===== config.mk =====
export PLATFORM = sky130hd
export DESIGN_NAME = dmem_resp_flat
export DESIGN_NICKNAME = d
export VERILOG_FILES = /design/src/rtl/dmem_resp_if.sv /design/src/rtl/dmem_resp.sv /design/src/flat_wrapper.sv
export SDC_FILE = /design/constraint.sdc
export NUM_CORES = 2
export LEC_CHECK = 0
export BUFFER_PORTS_ARGS = -buffer_cell sky130_fd_sc_hd__clkbuf_2
export CAP_MARGIN = 20
export CORE_AREA = 2 2 313 469
export DETAILED_ROUTE_END_ITERATION = 8
export DIE_AREA = 0 0 315 471
export GPL_ROUTABILITY_DRIVEN = 0
export MAX_ROUTING_LAYER = met4
export PLACE_DENSITY = 0.71
export SLEW_MARGIN = 10
export SYNTH_ARGS = -nofsm -noshare
export SYNTH_HDL_FRONTEND = slang
export SYNTH_SLANG_ARGS = --single-unit
export TNS_END_PERCENT = 1

===== constraint.sdc =====
create_clock -name clock -period 4.2 [get_ports clock]
set_clock_uncertainty 0.2 [all_clocks]
set_input_delay 0.63 -clock clock [delete_from_list [all_inputs] [get_ports clock]]
set_output_delay 0.63 -clock clock [all_outputs]
set_load 0.01 [all_outputs]

===== src/rtl/dmem_resp_if.sv =====
// rtl/dmem_resp_if.sv - data-port bundle between the MIPS core and dmem_resp
//
// Purpose: groups the request/response signals of the core's data port.
// Ports (signals):
//   addr     [31:0]  byte address (core -> memory)
//   wrdata   [31:0]  store data   (core -> memory)
//   MemRead          load request, level (core -> memory)
//   MemWrite         store request, level (core -> memory)
//   rddata   [31:0]  registered load data (memory -> core)
//   ready            one-cycle completion pulse (memory -> core)
//   err              access rejected, valid with ready (memory -> core)
//   busy             request held (memory -> core)
interface dmem_resp_if;
  logic [31:0] addr;
  logic [31:0] wrdata;
  logic        MemRead;
  logic        MemWrite;
  logic [31:0] rddata;
  logic        ready;
  logic        err;
  logic        busy;

  modport master (
    output addr, wrdata, MemRead, MemWrite,
    input  rddata, ready, err, busy
  );

  modport slave (
    input  addr, wrdata, MemRead, MemWrite,
    output rddata, ready, err, busy
  );
endinterface


===== src/rtl/dmem_resp.sv =====
// rtl/dmem_resp.sv - wait-state data-memory responder for the MIPS data port
//
// Purpose: answers MemRead/MemWrite requests from a word-organised array
// after WAIT_CYCLES wait states and signals completion with a ready pulse.
// Ports:
//   clock  rising-edge clock
//   reset  asynchronous active-low reset
//   bus    dmem_resp_if.slave: addr/wrdata/MemRead/MemWrite in,
//          rddata/ready/err/busy out
module dmem_resp #(
  parameter int DEPTH_WORDS = 64,
  parameter int WAIT_CYCLES = 2
) (
  input  logic       clock,
  input  logic       reset,
  dmem_resp_if.slave bus
);

  localparam int         IDX_W     = $clog2(DEPTH_WORDS);
  localparam logic [3:0] WAIT_INIT = 4'(WAIT_CYCLES);

  typedef enum logic [1:0] {
    ST_IDLE = 2'd0,
    ST_WAIT = 2'd1,
    ST_RESP = 2'd2
  } state_e;

  state_e      state_q, state_d;
  logic [3:0]  cnt_q, cnt_d;
  logic [31:0] addr_q, addr_d;
  logic [31:0] wrdata_q, wrdata_d;
  logic        rd_q, rd_d;
  logic        wr_q, wr_d;
  logic [31:0] rddata_q, rddata_d;
  logic        err_q, err_d;

  logic [31:0] mcell [0:DEPTH_WORDS-1];

  // Request seen by the access logic. With WAIT_CYCLES=0 the capture edge is
  // also the RESP-entry edge, so the live inputs must be used directly in IDLE.
  logic [31:0]      acc_addr;
  logic [31:0]      acc_wrdata;
  logic             acc_rd;
  logic             acc_wr;
  logic             acc_misaligned;
  logic             acc_out_of_range;
  logic             acc_err;
  logic [IDX_W-1:0] acc_idx;
  logic             enter_resp;
  logic             mem_we;

  assign acc_addr   = (state_q == ST_IDLE) ? bus.addr     : addr_q;
  assign acc_wrdata = (state_q == ST_IDLE) ? bus.wrdata   : wrdata_q;
  assign acc_rd     = (state_q == ST_IDLE) ? bus.MemRead  : rd_q;
  assign acc_wr     = (state_q == ST_IDLE) ? bus.MemWrite : wr_q;
  assign acc_idx    = acc_addr[IDX_W+1:2];

  // Any set bit above the word index means addr >= 4*DEPTH_WORDS.
  assign acc_misaligned   = (acc_addr[1:0] != 2'b00);
  assign acc_out_of_range = (acc_addr[31:IDX_W+2] != '0);
  assign acc_err          = acc_misaligned | acc_out_of_range | (acc_rd & acc_wr);

  // The access happens exactly on the edge that moves the FSM into RESP.
  assign enter_resp = (state_d == ST_RESP) && (state_q != ST_RESP);
  assign mem_we     = enter_resp && acc_wr && !acc_err;

  // State register, capture registers, response registers and storage.
  // Storage sits in the reset process only so that a write is suppressed
  // while reset is held; it is never cleared.
  always_ff @(posedge clock or negedge reset) begin
    if (!reset) begin
      state_q  <= ST_IDLE;
      cnt_q    <= '0;
      addr_q   <= '0;
      wrdata_q <= '0;
      rd_q     <= 1'b0;
      wr_q     <= 1'b0;
      rddata_q <= '0;
      err_q    <= 1'b0;
    end else begin
      state_q  <= state_d;
      cnt_q    <= cnt_d;
      addr_q   <= addr_d;
      wrdata_q <= wrdata_d;
      rd_q     <= rd_d;
      wr_q     <= wr_d;
      rddata_q <= rddata_d;
      err_q    <= err_d;
      if (mem_we) begin
        mcell[acc_idx] <= acc_wrdata;
      end
    end
  end

  // Next-state and capture logic.
  always_comb begin
    state_d  = state_q;
    cnt_d    = cnt_q;
    addr_d   = addr_q;
    wrdata_d = wrdata_q;
    rd_d     = rd_q;
    wr_d     = wr_q;
    unique case (state_q)
      ST_IDLE: begin
        if (bus.MemRead || bus.MemWrite) begin
          addr_d   = bus.addr;
          wrdata_d = bus.wrdata;
          rd_d     = bus.MemRead;
          wr_d     = bus.MemWrite;
          cnt_d    = WAIT_INIT;
          state_d  = (WAIT_CYCLES == 0) ? ST_RESP : ST_WAIT;
        end
      end
      ST_WAIT: begin
        cnt_d = cnt_q - 4'd1;
        if (cnt_q == 4'd1) begin
          state_d = ST_RESP;
        end
      end
      ST_RESP: begin
        cnt_d   = '0;
        state_d = ST_IDLE;
      end
      default: begin
        state_d = ST_IDLE;
      end
    endcase
  end

  // Response data: loaded only on RESP entry; a write leaves rddata alone.
  always_comb begin
    rddata_d = rddata_q;
    if (enter_resp) begin
      if (acc_err) begin
        rddata_d = '0;
      end else if (acc_rd) begin
        rddata_d = mcell[acc_idx];
      end
    end
    err_d = enter_resp && acc_err;
  end

  // Outputs.
  always_comb begin
    bus.ready  = (state_q == ST_RESP);
    bus.busy   = (state_q != ST_IDLE);
    bus.err    = err_q && (state_q == ST_RESP);
    bus.rddata = rddata_q;
  end

endmodule


===== src/flat_wrapper.sv =====
// flat-port wrapper written by rule: the top's interface ports become plain ports
module dmem_resp_flat 
#(
  parameter int DEPTH_WORDS = 64,
  parameter int WAIT_CYCLES = 2
)
  (clock, reset, bus_addr, bus_wrdata, bus_MemRead, bus_MemWrite, bus_rddata, bus_ready, bus_err, bus_busy);
  dmem_resp_if bus_i ();
  input  logic clock;
  input  logic reset;
  input wire logic [$bits(bus_i.addr)-1:0] bus_addr;
  input wire logic [$bits(bus_i.wrdata)-1:0] bus_wrdata;
  input wire logic [$bits(bus_i.MemRead)-1:0] bus_MemRead;
  input wire logic [$bits(bus_i.MemWrite)-1:0] bus_MemWrite;
  output wire logic [$bits(bus_i.rddata)-1:0] bus_rddata;
  output wire logic [$bits(bus_i.ready)-1:0] bus_ready;
  output wire logic [$bits(bus_i.err)-1:0] bus_err;
  output wire logic [$bits(bus_i.busy)-1:0] bus_busy;
  assign bus_i.addr = bus_addr;
  assign bus_i.wrdata = bus_wrdata;
  assign bus_i.MemRead = bus_MemRead;
  assign bus_i.MemWrite = bus_MemWrite;
  assign bus_rddata = bus_i.rddata;
  assign bus_ready = bus_i.ready;
  assign bus_err = bus_i.err;
  assign bus_busy = bus_i.busy;
  dmem_resp #(.DEPTH_WORDS(DEPTH_WORDS), .WAIT_CYCLES(WAIT_CYCLES)) u_core (.clock(clock), .reset(reset), .bus(bus_i));
endmodule

Word level (Yosys, flattened, before mapping)
Memories as Yosys holds them, arrays and structs flattened.
Cells that the tools add are included.

operators by class
  multiplexer cells = 13
  add/sub/neg operators = 1
  magnitude comparators = 0
  shift-type cells = 0
  $mul = 0
  div/mod/pow operators = 0
  bitwise logic cells = 3
  equal/unequal tests = 6
  reductions and logical operators = 17

operators with widths
  cell                                                                   number
  32-bit two-way mux                                                     4
  24-bit nonzero test                                                    1
  4-bit one-hot mux with 3 select lines                                  1
  1-bit logical AND                                                      6
  2-bit AND reduction                                                    3
  2-bit nonzero test                                                     3
  2-bit equality test, second input constant                             2
  4-bit by 1-bit equality test with 1-bit output, second input constant  1
  1-bit two-way mux                                                      4
  2-bit two-way mux                                                      2
  4-bit two-way mux                                                      1
  2-bit inequality test, second input constant                           2
  2-bit one-hot mux with 2 select lines                                  1
  4-bit by 1-bit subtractor with 4-bit output, second input constant     1
  3-bit nonzero test                                                     1
  2-bit by 1-bit equality test with 1-bit output, second input constant  1
  2-bit logical NOT                                                      1
  1-bit OR                                                               2
  1-bit bitwise AND                                                      1
  1-bit logical NOT                                                      1
  1-bit logical OR                                                       1

storage, ports and cells
  bits in registers = 105
  memory bits (writable) = 2048
  memories kept = 1
  ROM bits = 0
  bits of input ports = 68
  latch bits = 0

memory list
  name          depth  width  read ports  clocked after Yosys merged registers in  write ports  RTL line         text
  u_core.mcell  64     32     1           0                                        1            dmem_resp.sv:37  logic [31:0] mcell [0:DEPTH_WORDS-1];

Longest topological paths before layout
  word-level depth = 10
  gate-level depth with buffers = 15
  gate-level depth less buffers = 9

Worst setup path before layout
OpenSTA, ideal clock, no wires.

  path type = register to register
  start point = reg u_core.state_q[0]
  end point = mem u_core.mcell[38][0] (enable)
  buffers on the path = 3
  data arrival time = 3748 ps
  stages on the path, launching flop included = 12
  data required time = 3579 ps
  path slack = -169 ps
  library setup time = 421 ps
  path through = dfrtp_1 inv_1 ha_1 buf_2 buf_4 buf_2 nand2_1 a21boi_1 o211ai_1 nor4b_4 nand2_1 nor2_1

on the way
  word-level cells in the longest chain between the ends = 10
  elaborated cells between the ends (all ways) = 22

RTL lines
  what                                                       RTL line                          text
  from (decl)                                                dmem_resp.sv:28                   state_e state_q, state_d;
  from (signal assigned)                                     dmem_resp.sv:81                   state_q <= state_d;
  2-bit logical NOT                                          -
  32-bit two-way mux                                         dmem_resp.sv:52                   assign acc_addr = (state_q == ST_IDLE) ? bus.addr : addr_q;
  24-bit nonzero test or 2-bit nonzero test (tied branches)  dmem_resp.sv:60, dmem_resp.sv:59
  1-bit OR (2 in series)                                     dmem_resp.sv:61                   assign acc_err = acc_misaligned | acc_out_of_range | (acc_rd & acc_wr);
  1-bit logical NOT                                          dmem_resp.sv:65                   assign mem_we = enter_resp && acc_wr && !acc_err;
  1-bit logical AND                                          dmem_resp.sv:65
  1-bit two-way mux                                          dmem_resp.sv:89                   if (mem_we) begin
  1-bit logical AND (not written as such)                    dmem_resp.sv:90                   mcell[acc_idx] <= acc_wrdata;
  1-bit two-way mux (not written as such)                    dmem_resp.sv:90
  to (decl)                                                  dmem_resp.sv:37

Parallel ways exist; a longest one is shown, timed or not.

Final worst setup path
  start point = reg u_core.state_q[0]
  end point = reg u_core.rddata_q[16], in the netlist u_core.bus.rddata[16]

on the way
  word-level cells in the longest chain between the ends = 7
  elaborated cells between the ends (all ways) = 21

RTL lines
  what                                                                             RTL line         text
  parallel branches: the longest is 7 deep, another holds memory read 64 x 32 bit  -
  to (signal assigned)                                                             dmem_resp.sv:87  rddata_q <= rddata_d;
  to (decl)                                                                        dmem_resp.sv:34  logic [31:0] rddata_q, rddata_d;

Several ways; the timed one is not identified. The select of a mux whose other input is x is not followed.
A chain may end at the register's enable or synchronous reset.

==> reports/results.tsv <==
metric	value	unit
hold_path_class	in -> async	
relSlewSlack	0.220	
tightest_slew	1.17	ns
ios	103	
whs	0.0803	ns
finalSetupViolCount	0	
post_synth.cell_area_avg	16.7	µm²
drive_above_1_share	0.179	
die_h	471	µm
fmax	239	MHz
synthFlopType	edfxtp_1	
die_area	148000	µm²
wl_per_cell	34.1	µm
first_pass_iters	6	
slowest_stage	nor4_2	
synth_nets	4798	
nets	5241	
crit_start	u_core.state_q[0]	
crit_required	4.76	ns
grt_pass1_wl	346	mm
start_kind	flip-flop	
setup_ws	0.0209	ns
synth-edff-count	2048	
core	144000	µm²
clock-sinks	2153	
initial_core_util	0.546	
cts.htree.levels	4	
rsz0062_at_grt	yes	
overflow	0	
dp_slack	-0.168	ns
arrival	4.74	ns
port_buffers	102	
irDropWorstVdd	923	µV
synth_warnings	0	
final_max_slew_viol_count	0	
fp.dieW	315	µm
syn_to_final_growth	17.4	%
cellPowerDensity	713	nW/µm²
cts_buffers	173	
ys_ff_latch	2153	
cts_root_buf	clkbuf_16	
std_cell_rows	171	
ant_nets	0	
postCtsSetupRepairBufs	0	
grtUsageTotal	0.340	
min_period	4.18	ns
r2r_start	u_core.state_q[0]	
antenna_found_initial	6	
path_max_fanout	31	
clk_pin_slew	0.07	ns
ys_types	62	
drtIter0Drc	8545	
tritoncts	done	
drv_cap	0	
syn_area	78800	µm²
clock_path_buffers	3	
path_class	reg -> reg	
fin_crit_sh	0.995	
setup_tns	0	ns
hold_viol	0	
yosysSeqAreaShare	0.813	
dp_hpwl	150	mm
wirelength	246	mm
via_count	50000	
grt_max_degree	65	
path_cells	inv_1 -> ha_4 -> nand4bb_1 -> and2_4 -> buf_4 -> buf_4 -> o22ai_1 -> nor4_2 -> o22ai_1 -> a2111oi_0 -> a32o_1	
syn-instance-count	4724	
leakage	29.9	nW
grt_pass1_vias	48300	
clkLatencyLatePin	0.83	ns
slowest_delay	0.53	ns
vias_per_cell	6.92	
async_reset_ff_frac	0.0488	
outcome	finished clean	
route.detailed.drc	0	
fin_util	0.641	
cp-end-kind	flip-flop	
## per-stage QoR
| step | instance area, µm² | std cells | total power [mW] |
|---|---|---|---|
| after floorplan | 78800 | 4724 | 39.1 |
| after global placement | 85900 | 6818 | 48.6 |
| after detailed placement | 86000 | 6820 | 49.0 |
| after CTS | 92200 | 7209 | 65.0 |
| after global routing | 92500 | 7223 | 67.5 |
| final | 92500 | 7223 | 66.0 |
## layout by cell type, fill, tap and decap left out, types with 10 or more instances in the layout
master	netlist	final
a21oi_1	161	161
a22oi_1	18	18
a31oi_1	53	53
a32o_1	51	51
a32oi_1	10	10
and3_1	28	28
buf_12	0	168
buf_4	3	218
bufinv_16	0	12
clkbuf_1	118	44
clkbuf_16	0	175
clkbuf_2	0	101
clkbuf_8	0	10
clkinv_1	0	30
clkinv_2	0	21
dfrtp_1	105	105
dlygate4sd3_1	0	65
edfxtp_1	2048	2048
inv_6	0	10
mux2_2	98	95
mux2i_1	41	41
nand2_1	319	311
nand3_1	41	41
nor2_1	353	289
nor2_4	0	64
nor3_1	36	35
nor4_1	103	93
o21ai_0	40	39
o22ai_1	796	796
## final timing paths
| check | end | slack, ns | cells past startpoint |
|---|---|---|---|
| worst max-delay path | u_core.bus.rddata[16] | 0.02 | 11 |
| worst min-delay path | u_core.bus.rddata[22] | 0.08 | 2 |
| worst max register to register | u_core.bus.rddata[16] | 0.02 | 11 |
| worst min register to register | u_core.rd_q | 0.30 | 2 |
| max in group asynchronous | u_core.bus.rddata[0] | 2.49 | 3 |
| min in group clock | u_core.addr_q[2] | 0.08 | 2 |
## repair_timing
| action | in CTS | in global routing |
|---|---|---|
| gates cloned | 0 | 0 |
| hold buffers | 65 | 0 |
| gates resized for setup | 5 | 10 |
| setup endpoints to repair | 4 | 10 |
| pin swaps | 0 | 1 |
| hold endpoints to repair | 86 | 0 |
## worst max-delay path, delay by kind of cell (launching register included)
kind                     cells  cell delay [ns]
AO/OA/AOI/OAI                4             1.00
flip-flops                   1             0.42
AND/OR/NAND/NOR              3             1.13
adder cells (fa/ha/maj)      1             0.43
buffers and inverters        3             0.90
## metal layers
layer	part of all wire	global-route usage
met5	0	-
met4	0.059	0.170
met3	0.12	0.0657
met2	0.49	0.538
met1	0.33	0.420
## kinds of logic (layout without fill, tap and decap cells)
logic type / count (synthesis) / after routing / synth area share
flip-flops: 2153 / 2153 / 0.813
AO/OA/AOI/OAI: 1200 / 1200 / 0.0977
AND/OR/NAND/NOR: 933 / 933 / 0.0528
buffers and inverters: 292 / 884 / 0.0158
multiplexers: 140 / 140 / 0.0194
adder cells (fa/ha/maj): 6 / 6 / 0.000952
other: 0 / 4 / 0
## cells in the mapped netlist (41+ instances only)
| master | count | share of area |
|---|---|---|
| nand2_1 | 319 | 0.015 |
| buf_2 | 96 | 0.0061 |
| a21oi_1 | 161 | 0.010 |
| buf_1 | 67 | 0.0032 |
| dfrtp_1 | 105 | 0.033 |
| o22ai_1 | 796 | 0.063 |
| nor4_1 | 103 | 0.0082 |
| edfxtp_1 | 2048 | 0.78 |
| a31oi_1 | 53 | 0.0042 |
| mux2_2 | 98 | 0.014 |
| nor2_1 | 353 | 0.017 |
| clkbuf_1 | 118 | 0.0056 |
| a32o_1 | 51 | 0.0065 |
| nand3_1 | 41 | 0.0026 |
| mux2i_1 | 41 | 0.0052 |
## sequential cells by signal, indices dropped and copies added (netlist names)
signal             count
u_core.mcell        2048
u_core.addr_q         32
u_core.bus.rddata     32
u_core.wrdata_q       32
u_core.cnt_q           4
u_core.state_q         2
u_core.err_q           1
u_core.rd_q            1
u_core.wr_q            1
## report_power, final
part / internal (mW) / switching [mW] / total (mW)
Combinational: 6.16 / 15.5 / 21.7
Sequential: 27.9 / 0.240 / 28.1
Clock: 8.67 / 7.54 / 16.2
## cell type report
type / count / area, µm²
antenna: 4 / 10.0
sequential: 2153 / 64100
inverter: 6 / 22.5
multi-input combinational: 2279 / 14200
clock buffer: 229 / 4680
clock inverter: 95 / 905
fill: 9616 / 51900
timing repair buffer: 554 / 6190
tap: 1903 / 2380
No activity file was read; power rests on OpenSTA's default activity.
